===== config.mk =====
export PLATFORM = sky130hd
export DESIGN_NAME = rst_sequencer_flat
export DESIGN_NICKNAME = d
export VERILOG_FILES = /design/src/rtl/rst_seq_pkg.sv /design/src/rtl/rst_sequencer_if.sv /design/src/rtl/rst_seq_timer.sv /design/src/rtl/rst_sequencer.sv /design/src/flat_wrapper.sv
export SDC_FILE = /design/constraint.sdc
export NUM_CORES = 1
export LEC_CHECK = 0
export CORE_MARGIN = 2
export CORE_UTILIZATION = 57
export CTS_CLUSTER_SIZE = 30
export DETAILED_ROUTE_END_ITERATION = 7
export PLACE_DENSITY = 0.9
export SLEW_MARGIN = 30
export SYNTH_ARGS = -nofsm -noshare
export SYNTH_HDL_FRONTEND = slang
export SYNTH_SLANG_ARGS = --single-unit
export TNS_END_PERCENT = 50

===== constraint.sdc =====
create_clock -name clk -period 3.96 [get_ports clk]
set_input_delay 0.396 -clock clk [delete_from_list [all_inputs] [get_ports clk]]
set_output_delay 0.396 -clock clk [all_outputs]
set_load 0.02 [all_outputs]

===== src/rtl/rst_seq_pkg.sv =====
// -----------------------------------------------------------------------------
// rst_seq_pkg
// Shared types and constants for the reset sequencer:
//   seq_state_e  - sequencer FSM states
//   DEF_*        - default timing / sizing constants
//   ERR_STAGE_W  - fixed width of the err_stage report
//   idx_w()      - stage index width (never less than 1 bit)
// -----------------------------------------------------------------------------
package rst_seq_pkg;

    typedef enum logic [2:0] {
        STRETCH,
        RELEASE,
        WAIT_RDY,
        GAP,
        DONE
    } seq_state_e;

    localparam int DEF_NUM_STAGES  = 4;
    localparam int DEF_STRETCH_CYC = 16;
    localparam int DEF_GAP_CYC     = 8;
    localparam int DEF_ACK_TIMEOUT = 255;
    localparam int DEF_CNT_W       = 8;

    localparam int ERR_STAGE_W     = 4;

    // $clog2(1) is 0, which would give a zero-width index register.
    function automatic int idx_w(input int n);
        return (n > 1) ? $clog2(n) : 1;
    endfunction

endpackage


===== src/rtl/rst_sequencer_if.sv =====
// -----------------------------------------------------------------------------
// rst_sequencer_if
// Bundles the sequencer's control and status signals.
//   sw_rst_req   - warm-reset request pulse (slave -> master)
//   stage_ready  - per-stage init-done (slave -> master)
//   stage_rst_n  - per-stage active-low resets (master -> slave)
//   all_ready    - every stage released, sequence complete
//   seq_busy     - sequence in progress
//   timeout_err  - sticky ready-timeout flag
//   err_stage    - index of the most recent timed-out stage
// master = the sequencer, slave = the blocks / software side.
// -----------------------------------------------------------------------------
interface rst_sequencer_if #(
    parameter int NUM_STAGES = 4
);
    import rst_seq_pkg::*;

    logic                   sw_rst_req;
    logic [NUM_STAGES-1:0]  stage_ready;
    logic [NUM_STAGES-1:0]  stage_rst_n;
    logic                   all_ready;
    logic                   seq_busy;
    logic                   timeout_err;
    logic [ERR_STAGE_W-1:0] err_stage;

    modport master (
        input  sw_rst_req, stage_ready,
        output stage_rst_n, all_ready, seq_busy, timeout_err, err_stage
    );

    modport slave (
        output sw_rst_req, stage_ready,
        input  stage_rst_n, all_ready, seq_busy, timeout_err, err_stage
    );

endinterface


===== src/rtl/rst_seq_timer.sv =====
// -----------------------------------------------------------------------------
// rst_seq_timer
// Clearable up-counter with a terminal-count compare. One instance serves the
// stretch, gap and ready-timeout phases; the owner selects tc_val per phase.
//   clk, sync_rst_n - clock, asynchronous active-high reset
//   clr             - synchronous clear (wins over en)
//   en              - count enable
//   tc_val          - terminal-count value to compare against
//   cnt             - current count
//   tc              - cnt == tc_val
// -----------------------------------------------------------------------------
module rst_seq_timer #(
    parameter int CNT_W = 8
) (
    input  logic             clk,
    input  logic             sync_rst_n,
    input  logic             clr,
    input  logic             en,
    input  logic [CNT_W-1:0] tc_val,
    output logic [CNT_W-1:0] cnt,
    output logic             tc
);

    always_ff @(posedge clk or posedge sync_rst_n) begin
        if (sync_rst_n)  cnt <= '0;
        else if (clr)    cnt <= '0;
        else if (en)     cnt <= cnt + 1'b1;
    end

    // Exact compare: the owner clears on every phase entry, so no wrap case.
    assign tc = (cnt == tc_val);

endmodule


===== src/rtl/rst_sequencer.sv =====
// -----------------------------------------------------------------------------
// rst_sequencer
// Stretches the incoming synchronized reset, then releases NUM_STAGES block
// resets one at a time, waiting for each stage's ready (bounded by a timeout)
// plus a fixed gap before the next release. A warm-reset request reruns the
// whole sequence without clearing the error capture.
//   clk         - system clock
//   sync_rst_n  - asynchronous reset, active-high (despite the name)
//   bus         - rst_sequencer_if master: sw_rst_req/stage_ready in,
//                 stage_rst_n/all_ready/seq_busy/timeout_err/err_stage out
// -----------------------------------------------------------------------------
module rst_sequencer
    import rst_seq_pkg::*;
#(
    parameter int NUM_STAGES  = DEF_NUM_STAGES,
    parameter int STRETCH_CYC = DEF_STRETCH_CYC,
    parameter int GAP_CYC     = DEF_GAP_CYC,
    parameter int ACK_TIMEOUT = DEF_ACK_TIMEOUT,
    parameter int CNT_W       = DEF_CNT_W
) (
    input  logic              clk,
    input  logic              sync_rst_n,
    rst_sequencer_if.master   bus
);

    localparam int              IDX_W    = idx_w(NUM_STAGES);
    localparam logic [IDX_W-1:0] LAST_IDX = IDX_W'(NUM_STAGES - 1);

    seq_state_e             state, state_n;
    logic [IDX_W-1:0]       idx, idx_n;

    logic                   tmr_clr, tmr_en, tmr_tc;
    logic [CNT_W-1:0]       tmr_tc_val, tmr_cnt;

    logic                   rel_stage;   // release stage idx this edge
    logic                   to_hit;      // ready timeout this edge
    logic                   rdy_cur;

    logic [NUM_STAGES-1:0]  stage_rst_n_q;
    logic                   all_ready_q, seq_busy_q, timeout_err_q;
    logic [ERR_STAGE_W-1:0] err_stage_q;

    // Only the stage currently being waited on is looked at.
    assign rdy_cur = bus.stage_ready[idx];

    rst_seq_timer #(.CNT_W(CNT_W)) u_timer (
        .clk        (clk),
        .sync_rst_n (sync_rst_n),
        .clr        (tmr_clr),
        .en         (tmr_en),
        .tc_val     (tmr_tc_val),
        .cnt        (tmr_cnt),
        .tc         (tmr_tc)
    );

    always_comb begin
        tmr_tc_val = CNT_W'(STRETCH_CYC - 1);
        case (state)
            GAP:      tmr_tc_val = CNT_W'(GAP_CYC - 1);
            WAIT_RDY: tmr_tc_val = CNT_W'(ACK_TIMEOUT - 1);
            default:  tmr_tc_val = CNT_W'(STRETCH_CYC - 1);
        endcase
    end

    // FSM state and stage index registers
    always_ff @(posedge clk or posedge sync_rst_n) begin
        if (sync_rst_n) begin
            state <= STRETCH;
            idx   <= '0;
        end else begin
            state <= state_n;
            idx   <= idx_n;
        end
    end

    always_comb begin
        state_n   = state;
        idx_n     = idx;
        tmr_clr   = 1'b0;
        tmr_en    = 1'b0;
        rel_stage = 1'b0;
        to_hit    = 1'b0;
        if (bus.sw_rst_req) begin
            // Held request parks in STRETCH with the counter at zero.
            state_n = STRETCH;
            idx_n   = '0;
            tmr_clr = 1'b1;
        end else begin
            case (state)
                STRETCH: begin
                    if (tmr_tc) begin
                        state_n = RELEASE;
                        tmr_clr = 1'b1;
                    end else begin
                        tmr_en  = 1'b1;
                    end
                end
                RELEASE: begin
                    rel_stage = 1'b1;
                    tmr_clr   = 1'b1;
                    state_n   = WAIT_RDY;
                end
                WAIT_RDY: begin
                    // A timeout flags the error, then advances as if ready
                    // had arrived so a dead stage never stalls the sequence.
                    if (rdy_cur || tmr_tc) begin
                        to_hit  = !rdy_cur;
                        tmr_clr = 1'b1;
                        state_n = (idx == LAST_IDX) ? DONE : GAP;
                    end else begin
                        tmr_en  = 1'b1;
                    end
                end
                GAP: begin
                    if (tmr_tc) begin
                        idx_n   = idx + 1'b1;
                        state_n = RELEASE;
                        tmr_clr = 1'b1;
                    end else begin
                        tmr_en  = 1'b1;
                    end
                end
                DONE:    state_n = DONE;
                default: state_n = STRETCH;
            endcase
        end
    end

    // Output registers. Error capture is left alone by the warm reset.
    always_ff @(posedge clk or posedge sync_rst_n) begin
        if (sync_rst_n) begin
            stage_rst_n_q <= '0;
            all_ready_q   <= 1'b0;
            seq_busy_q    <= 1'b1;
            timeout_err_q <= 1'b0;
            err_stage_q   <= '0;
        end else if (bus.sw_rst_req) begin
            stage_rst_n_q <= '0;
            all_ready_q   <= 1'b0;
            seq_busy_q    <= 1'b1;
        end else begin
            if (rel_stage)
                stage_rst_n_q[idx] <= 1'b1;
            // Status trails DONE entry by one edge.
            all_ready_q <= (state == DONE);
            seq_busy_q  <= (state != DONE);
            if (to_hit) begin
                timeout_err_q <= 1'b1;
                err_stage_q   <= ERR_STAGE_W'(idx);
            end
        end
    end

    assign bus.stage_rst_n = stage_rst_n_q;
    assign bus.all_ready   = all_ready_q;
    assign bus.seq_busy    = seq_busy_q;
    assign bus.timeout_err = timeout_err_q;
    assign bus.err_stage   = err_stage_q;

endmodule


===== src/flat_wrapper.sv =====
// flat-port wrapper written by rule: the top's interface ports become plain ports
module rst_sequencer_flat import rst_seq_pkg::*;
#(
    parameter int NUM_STAGES  = DEF_NUM_STAGES,
    parameter int STRETCH_CYC = DEF_STRETCH_CYC,
    parameter int GAP_CYC     = DEF_GAP_CYC,
    parameter int ACK_TIMEOUT = DEF_ACK_TIMEOUT,
    parameter int CNT_W       = DEF_CNT_W
)
  (clk, sync_rst_n, bus_sw_rst_req, bus_stage_ready, bus_stage_rst_n, bus_all_ready, bus_seq_busy, bus_timeout_err, bus_err_stage);
  rst_sequencer_if #(.NUM_STAGES(NUM_STAGES)) bus_i ();
  input  logic clk;
  input  logic sync_rst_n;
  input wire logic [$bits(bus_i.sw_rst_req)-1:0] bus_sw_rst_req;
  input wire logic [$bits(bus_i.stage_ready)-1:0] bus_stage_ready;
  output wire logic [$bits(bus_i.stage_rst_n)-1:0] bus_stage_rst_n;
  output wire logic [$bits(bus_i.all_ready)-1:0] bus_all_ready;
  output wire logic [$bits(bus_i.seq_busy)-1:0] bus_seq_busy;
  output wire logic [$bits(bus_i.timeout_err)-1:0] bus_timeout_err;
  output wire logic [$bits(bus_i.err_stage)-1:0] bus_err_stage;
  assign bus_i.sw_rst_req = bus_sw_rst_req;
  assign bus_i.stage_ready = bus_stage_ready;
  assign bus_stage_rst_n = bus_i.stage_rst_n;
  assign bus_all_ready = bus_i.all_ready;
  assign bus_seq_busy = bus_i.seq_busy;
  assign bus_timeout_err = bus_i.timeout_err;
  assign bus_err_stage = bus_i.err_stage;
  rst_sequencer #(.NUM_STAGES(NUM_STAGES), .STRETCH_CYC(STRETCH_CYC), .GAP_CYC(GAP_CYC), .ACK_TIMEOUT(ACK_TIMEOUT), .CNT_W(CNT_W)) u_core (.clk(clk), .sync_rst_n(sync_rst_n), .bus(bus_i));
endmodule

---- Word level (Yosys, flattened, before mapping) ----
Index checks and enable logic that the tools add are counted.
word-level totals
  bits in registers ....................... 22
  bits in latches ......................... 0
  RAM bits ................................ 0
  ROM bits ................................ 0
  output and inout bits ................... 11
  memories ................................ 0
cells by class
  add/sub/neg operators ................... 2
  multipliers ............................. 0
  divide/modulo/power cells ............... 0
  magnitude comparators ................... 2
  eq/ne operators ......................... 9
  shift-type cells ........................ 0
  muxes and demuxes ....................... 32
  bitwise operators ....................... 2
  reduce and logical (&&, ||, !) cells .... 12
operators by type and width
  operator                                                                       count
  8-bit two-way mux                                                              2
  8-bit one-hot mux with 2 select lines                                          1
  1-bit two-way mux                                                              15
  3-bit two-way mux                                                              4
  3-bit one-hot mux with 4 select lines                                          1
  8-bit by 1-bit adder with 8-bit output (second input constant)                 1
  8-bit == test                                                                  1
  4-bit two-way mux                                                              2
  2-bit nonzero test                                                             4
  3-bit by 2-bit == test with 1-bit output (second input constant)               2
  2-bit two-way mux                                                              3
  2-bit AND reduction                                                            3
  4-bit OR                                                                       1
  3-bit by 1-bit == test with 1-bit output (second input constant)               1
  3-bit == test (second input constant)                                          1
  3-bit logical NOT                                                              1
  2-bit by 3-bit less-than comparator with 1-bit output (second input constant)  1
  3-bit by 1-bit != test with 1-bit output (second input constant)               1
  3-bit by 2-bit != test with 1-bit output (second input constant)               1
  3-bit != test (second input constant)                                          1
  1-bit one-hot mux with 3 select lines                                          1
  2-bit by 1-bit adder with 2-bit output (second input constant)                 1
  1-bit binary-select mux with 2-bit select                                      1
  1-bit demux with 2-bit select                                                  1
  other kinds (8)                                                                8

---- Logic depth before layout (Yosys ltp) ----
  depth after elaboration ................. 9
  depth in mapped cells ................... 7
  mapped depth without buffers ............ 6

---- Cells and area by module ----
Synthesis repeated with hierarchy kept, for this count alone.
second synthesis, totals
  cells, all modules ...................... 133
  area, all modules ....................... 1292.5 µm²
by module, submodules not included
  module         instances  cells an instance  area an instance (µm²)  sequential area each (µm²)
  rst_sequencer  1          83                 814.5                   351.6
  rst_seq_timer  1          50                 478.0                   200.2

---- Worst setup path after synthesis ----
Ideal clock, no wire load.
  path type ............................... flip-flop to flip-flop
  start point ............................. register u_core.idx[0]
  end point ............................... register u_core.u_timer.cnt[3]
  setup time .............................. 0.082 ns
  data arrival time ....................... 1.856 ns
  data required time ...................... 3.878 ns
  slack ................................... 2.022 ns
  stages on the path, launching flop included .. 7
  path through ............................ dfrtp_1 > mux2_2 > a221oi_4 > o211ai_2 > buf_6 > or4_1 > a31oi_1
between the ends
  cells in the longest elaborated chain, start to end .. 7
  elaborated cells between the ends (all ways) .. 11
RTL lines
  what                                                                                            line                  source
  start, declared                                                                                 rst_sequencer.sv:30   logic [IDX_W-1:0] idx, idx_n;
  start signal, assigned                                                                          rst_sequencer.sv:72   idx <= idx_n;
  1-bit binary-select mux with 2-bit select (*)                                                   rst_sequencer.sv:44   assign rdy_cur = bus.stage_ready[idx];
  1-bit two-way mux (implied by the code) (*)                                                     rst_sequencer.sv:44
  1-bit logical OR (*)                                                                            rst_sequencer.sv:106  if (rdy_cur || tmr_tc) begin
  1-bit two-way mux                                                                               rst_sequencer.sv:106
  1-bit one-hot mux with 3 select lines or 1-bit one-hot mux with 2 select lines (tied branches)  rst_sequencer.sv:89   case (state)
  1-bit two-way mux                                                                               rst_sequencer.sv:83   if (bus.sw_rst_req) begin
  8-bit two-way mux or 2-bit nonzero test (tied branches)                                         --
  end signal, assigned                                                                            rst_seq_timer.sv:27   else if (en) cnt <= cnt + 1'b1;
  end, declared                                                                                   rst_seq_timer.sv:20   output logic [CNT_W-1:0] cnt,
Every way passes the cells marked *; elsewhere a longest branch is shown, timed or not. The select of a mux whose other input is x is not followed.
A chain may end at the register's enable or synchronous reset.

---- Worst setup path in the final report ----
  start point ............................. register u_core.idx[0]
  end point ............................... register u_core.u_timer.cnt[2]
Same word-level chain as after synthesis.

==> results.md <==
* Outcome: finished, final reports clean
* Final hold vios at 0
* Max incr delay on CP at 0.55 ns
* PwrDens at 386.5 nW/um2
* Syn. warnings at 0
* Largest vdd supply drop at 0.0002047 V
* Post-layout util at 66.69%
* List of most frequent post-synthesis cells: dfrtp_1 (21), nand2_1 (14), nor2_1 (13)
* Crit-path cells: mux2_2 > a221oi_4 > o211ai_2 > or4b_1 > a31oi_1
* Slew margin rel. at 49.01%
* Post-Layout Inst Area at 1433 um2
* Post-CTS setup buffer count at 0
* Dpl cell area at 1406 um2
* Maxcap violations at 0
* Part of the power in registers at 51.4%
* Routed vias at 1024
* DR WL/cell at 14.58 um
* Fin Clk Skew at 0.007127 ns
* Fin crit share at 56.47%
* Critical path endpoint category: flop
* CTS Buffer Depth at 2
* Vias per inst at 6.024
* DRC viols at 0
* Arr. time, crit path at 2.46 ns
* First-pass GRT wire length at 4319 um
* Post_cts resized at 0
* Routability cong. at 0.9321
* Synthesized area per cell at 9.675 um2
* Sw Share at 34.33%
* Drt first-iter violations at 21
* H-tree levels at 1
* Global route overflow at 0
* Yosys top cell by area: dfrtp_1
* Top-count cell post-synth: dfrtp_1
* Leakage at 0.5932 nW
* Yosys reg bits at 22
* Num rows at 17
* Layout cells sized above 1 at 9.859%
* Clock Power Share at 19.0%
* Inserted Clock Buffers at 3
* RSZ-0062 raised after global routing: false
* Setup TNS Final at 0 ns
* Area Growth Syn to Fin at 13.03%
* Ys async rst share at 100.0%
* CTS Hold Bufs at 0
* Post-Synthesis Cell Area at 1267 um2
* Setup Crit Path Kind: reg -> reg
* Main flop type after synthesis: dfrtp_1
* CP max stage cell: or4b_1
* Endpoints failing setup at 0
* Antenna Cells at 0
* Psw at 0.1901 mW
* Seq/Total Area, Yosys at 43.53%
* Antenna viol nets, final at 0
* Hold Crit Class: in -> async
* Die X at 51.16 um
* Worst path bufs/invs at 0
* Syn Inst Count at 131
* Synth top area share at 41.46%
* Clk_lat worst skew at 0.31 ns
* Number of distinct library cells after synthesis at 46
* Cell family with most CP delay: compound AO/OA/AOI/OAI gates
* Core ar. at 2148 um2
* Port bufs at 15
* Worst Path Required at 4.18 ns
* Slew Viols, Final at 0
* Number of global-route vias before repair at 990
* Initial core utilization at 59.00%
* Critical path peak fanout at 13
* DPL Wire Length at 1805 um
* Internal power at 0.3636 mW
* CTS Root Cell: clkbuf_4
* WL final at 2478 um
* Hold Slack at 0.4392 ns
* Number of nets in the layout at 155
* Initial antenna violation count at 0
* Highest clock rate at 447.2 MHz
* Num ports at 18
* Slew @ Worst Pin at 0.7602 ns
* Largest net degree at the start of global routing at 23
* Reg clk slew, reported paths at 0.12 ns
* CTS Sinks at 22
* Synth area leaders: dfrtp_1 (41%), ha_1 (4.9%), nand2_1 (4.1%)
* Setup crit start kind: flop
* Die Y at 51.16 um
* Tmin final at 2.236 ns
* Die area at 2617 um2
* Comb pwr share at 29.6%
* DR pass1 iterations at 4
* Number of flops mapped to enable cells by yosys at 0
* CTS tree: yes
* GRT Total Usage at 22.54%
cells in the final DEF, fill, tap and decap left out, drive strengths merged, types with 2 or more instances in the layout:
cell,netlist,layout
nand3,4,4
inv,4,3
a21oi,10,10
nor2,13,13
a21o,2,2
nor4,3,3
dfrtp,21,21
or3b,2,2
ha,5,5
clkbuf,4,4
a31oi,3,3
nand2b,4,4
clkdlybuf4s50,0,15
o21ai,2,2
or4,3,3
nor2b,2,2
conb,1,2
mux2,5,5
nand2,14,14
or3,3,3
sequential cells by signal, summed over array words and instances (netlist names):
name	cells
u_core.u_timer.cnt	8
u_core.bus.stage_rst_n	4
u_core.state	3
u_core.bus.err_stage	2
u_core.idx	2
u_core.bus.all_ready	1
u_core.bus.seq_busy	1
u_core.bus.timeout_err	1
layout make-up:
| class | count | area, um2 |
|---|---|---|
| clock buffer | 4 | 26.28 |
| fill | 162 | 715.7 |
| inverter | 4 | 15.01 |
| multi-input combinational | 97 | 654.4 |
| sequential | 22 | 551.8 |
| tap | 28 | 35.03 |
| timing repair buffer | 15 | 150.1 |
power groups by stage:
| stage | combinational, mW | sequential (mW) | clock (mW) |
|---|---|---|---|
| after floorplan | 0.147 | 0.276 | 0 |
| after global placement | 0.157 | 0.285 | 0 |
| after detailed placement | 0.163 | 0.289 | 0 |
| after CTS | 0.164 | 0.284 | 0.109 |
| after global routing | 0.182 | 0.291 | 0.120 |
| final | 0.164 | 0.285 | 0.105 |
logic make-up after synthesis:
family / synth area share [%]
AND/OR/NAND/NOR: 25.17
AO/OA/AOI/OAI: 14.71
flip-flops: 43.53
buffers and inverters: 5.132
multiplexers: 5.528
adder cells (fa/ha/maj): 4.936
other: 0.2959
XOR/XNOR: 0.6911
per-stage QoR:
step,cells,power [mW],setup slack (ns)
final,170,0.5537,1.724
after detailed placement,166,0.4518,1.502
after global routing,170,0.5924,1.554
after global placement,166,0.4428,1.550
after CTS,170,0.5581,1.737
after floorplan,132,0.4226,2.022
path summary, 6_finish.rpt:
kind	startpoint	end	slack [ns]	cells past startpoint
max	u_core.idx[0]	u_core.u_timer.cnt[2]	1.72	5
min	sync_rst_n	u_core.idx[1]	0.44	2
max reg2reg	u_core.idx[0]	u_core.u_timer.cnt[2]	1.72	5
min reg2reg	u_core.bus.timeout_err	u_core.bus.timeout_err	0.49	1
max in group asynchronous	sync_rst_n	u_core.bus.seq_busy	3.14	2
min in group clk	u_core.bus.timeout_err	u_core.bus.timeout_err	0.49	1
worst reg2reg max path, delay by kind of cell (launching register included):
kind	cells	cell delay [ns]
AOI/OAI and AO/OA	3	0.69
DFF	1	0.49
muxes	1	0.40
and+or+nand+nor	1	0.56
per-layer routing:
layer	track usage [%]	share of wire [%]	vias up
met5	0	0	-
met4	12.61	2.3	0
met3	4.386	4.2	6
met2	37.88	53	29
met1	26.84	41	501
li1	-	-	488
(Power assumes the default switching activity.)
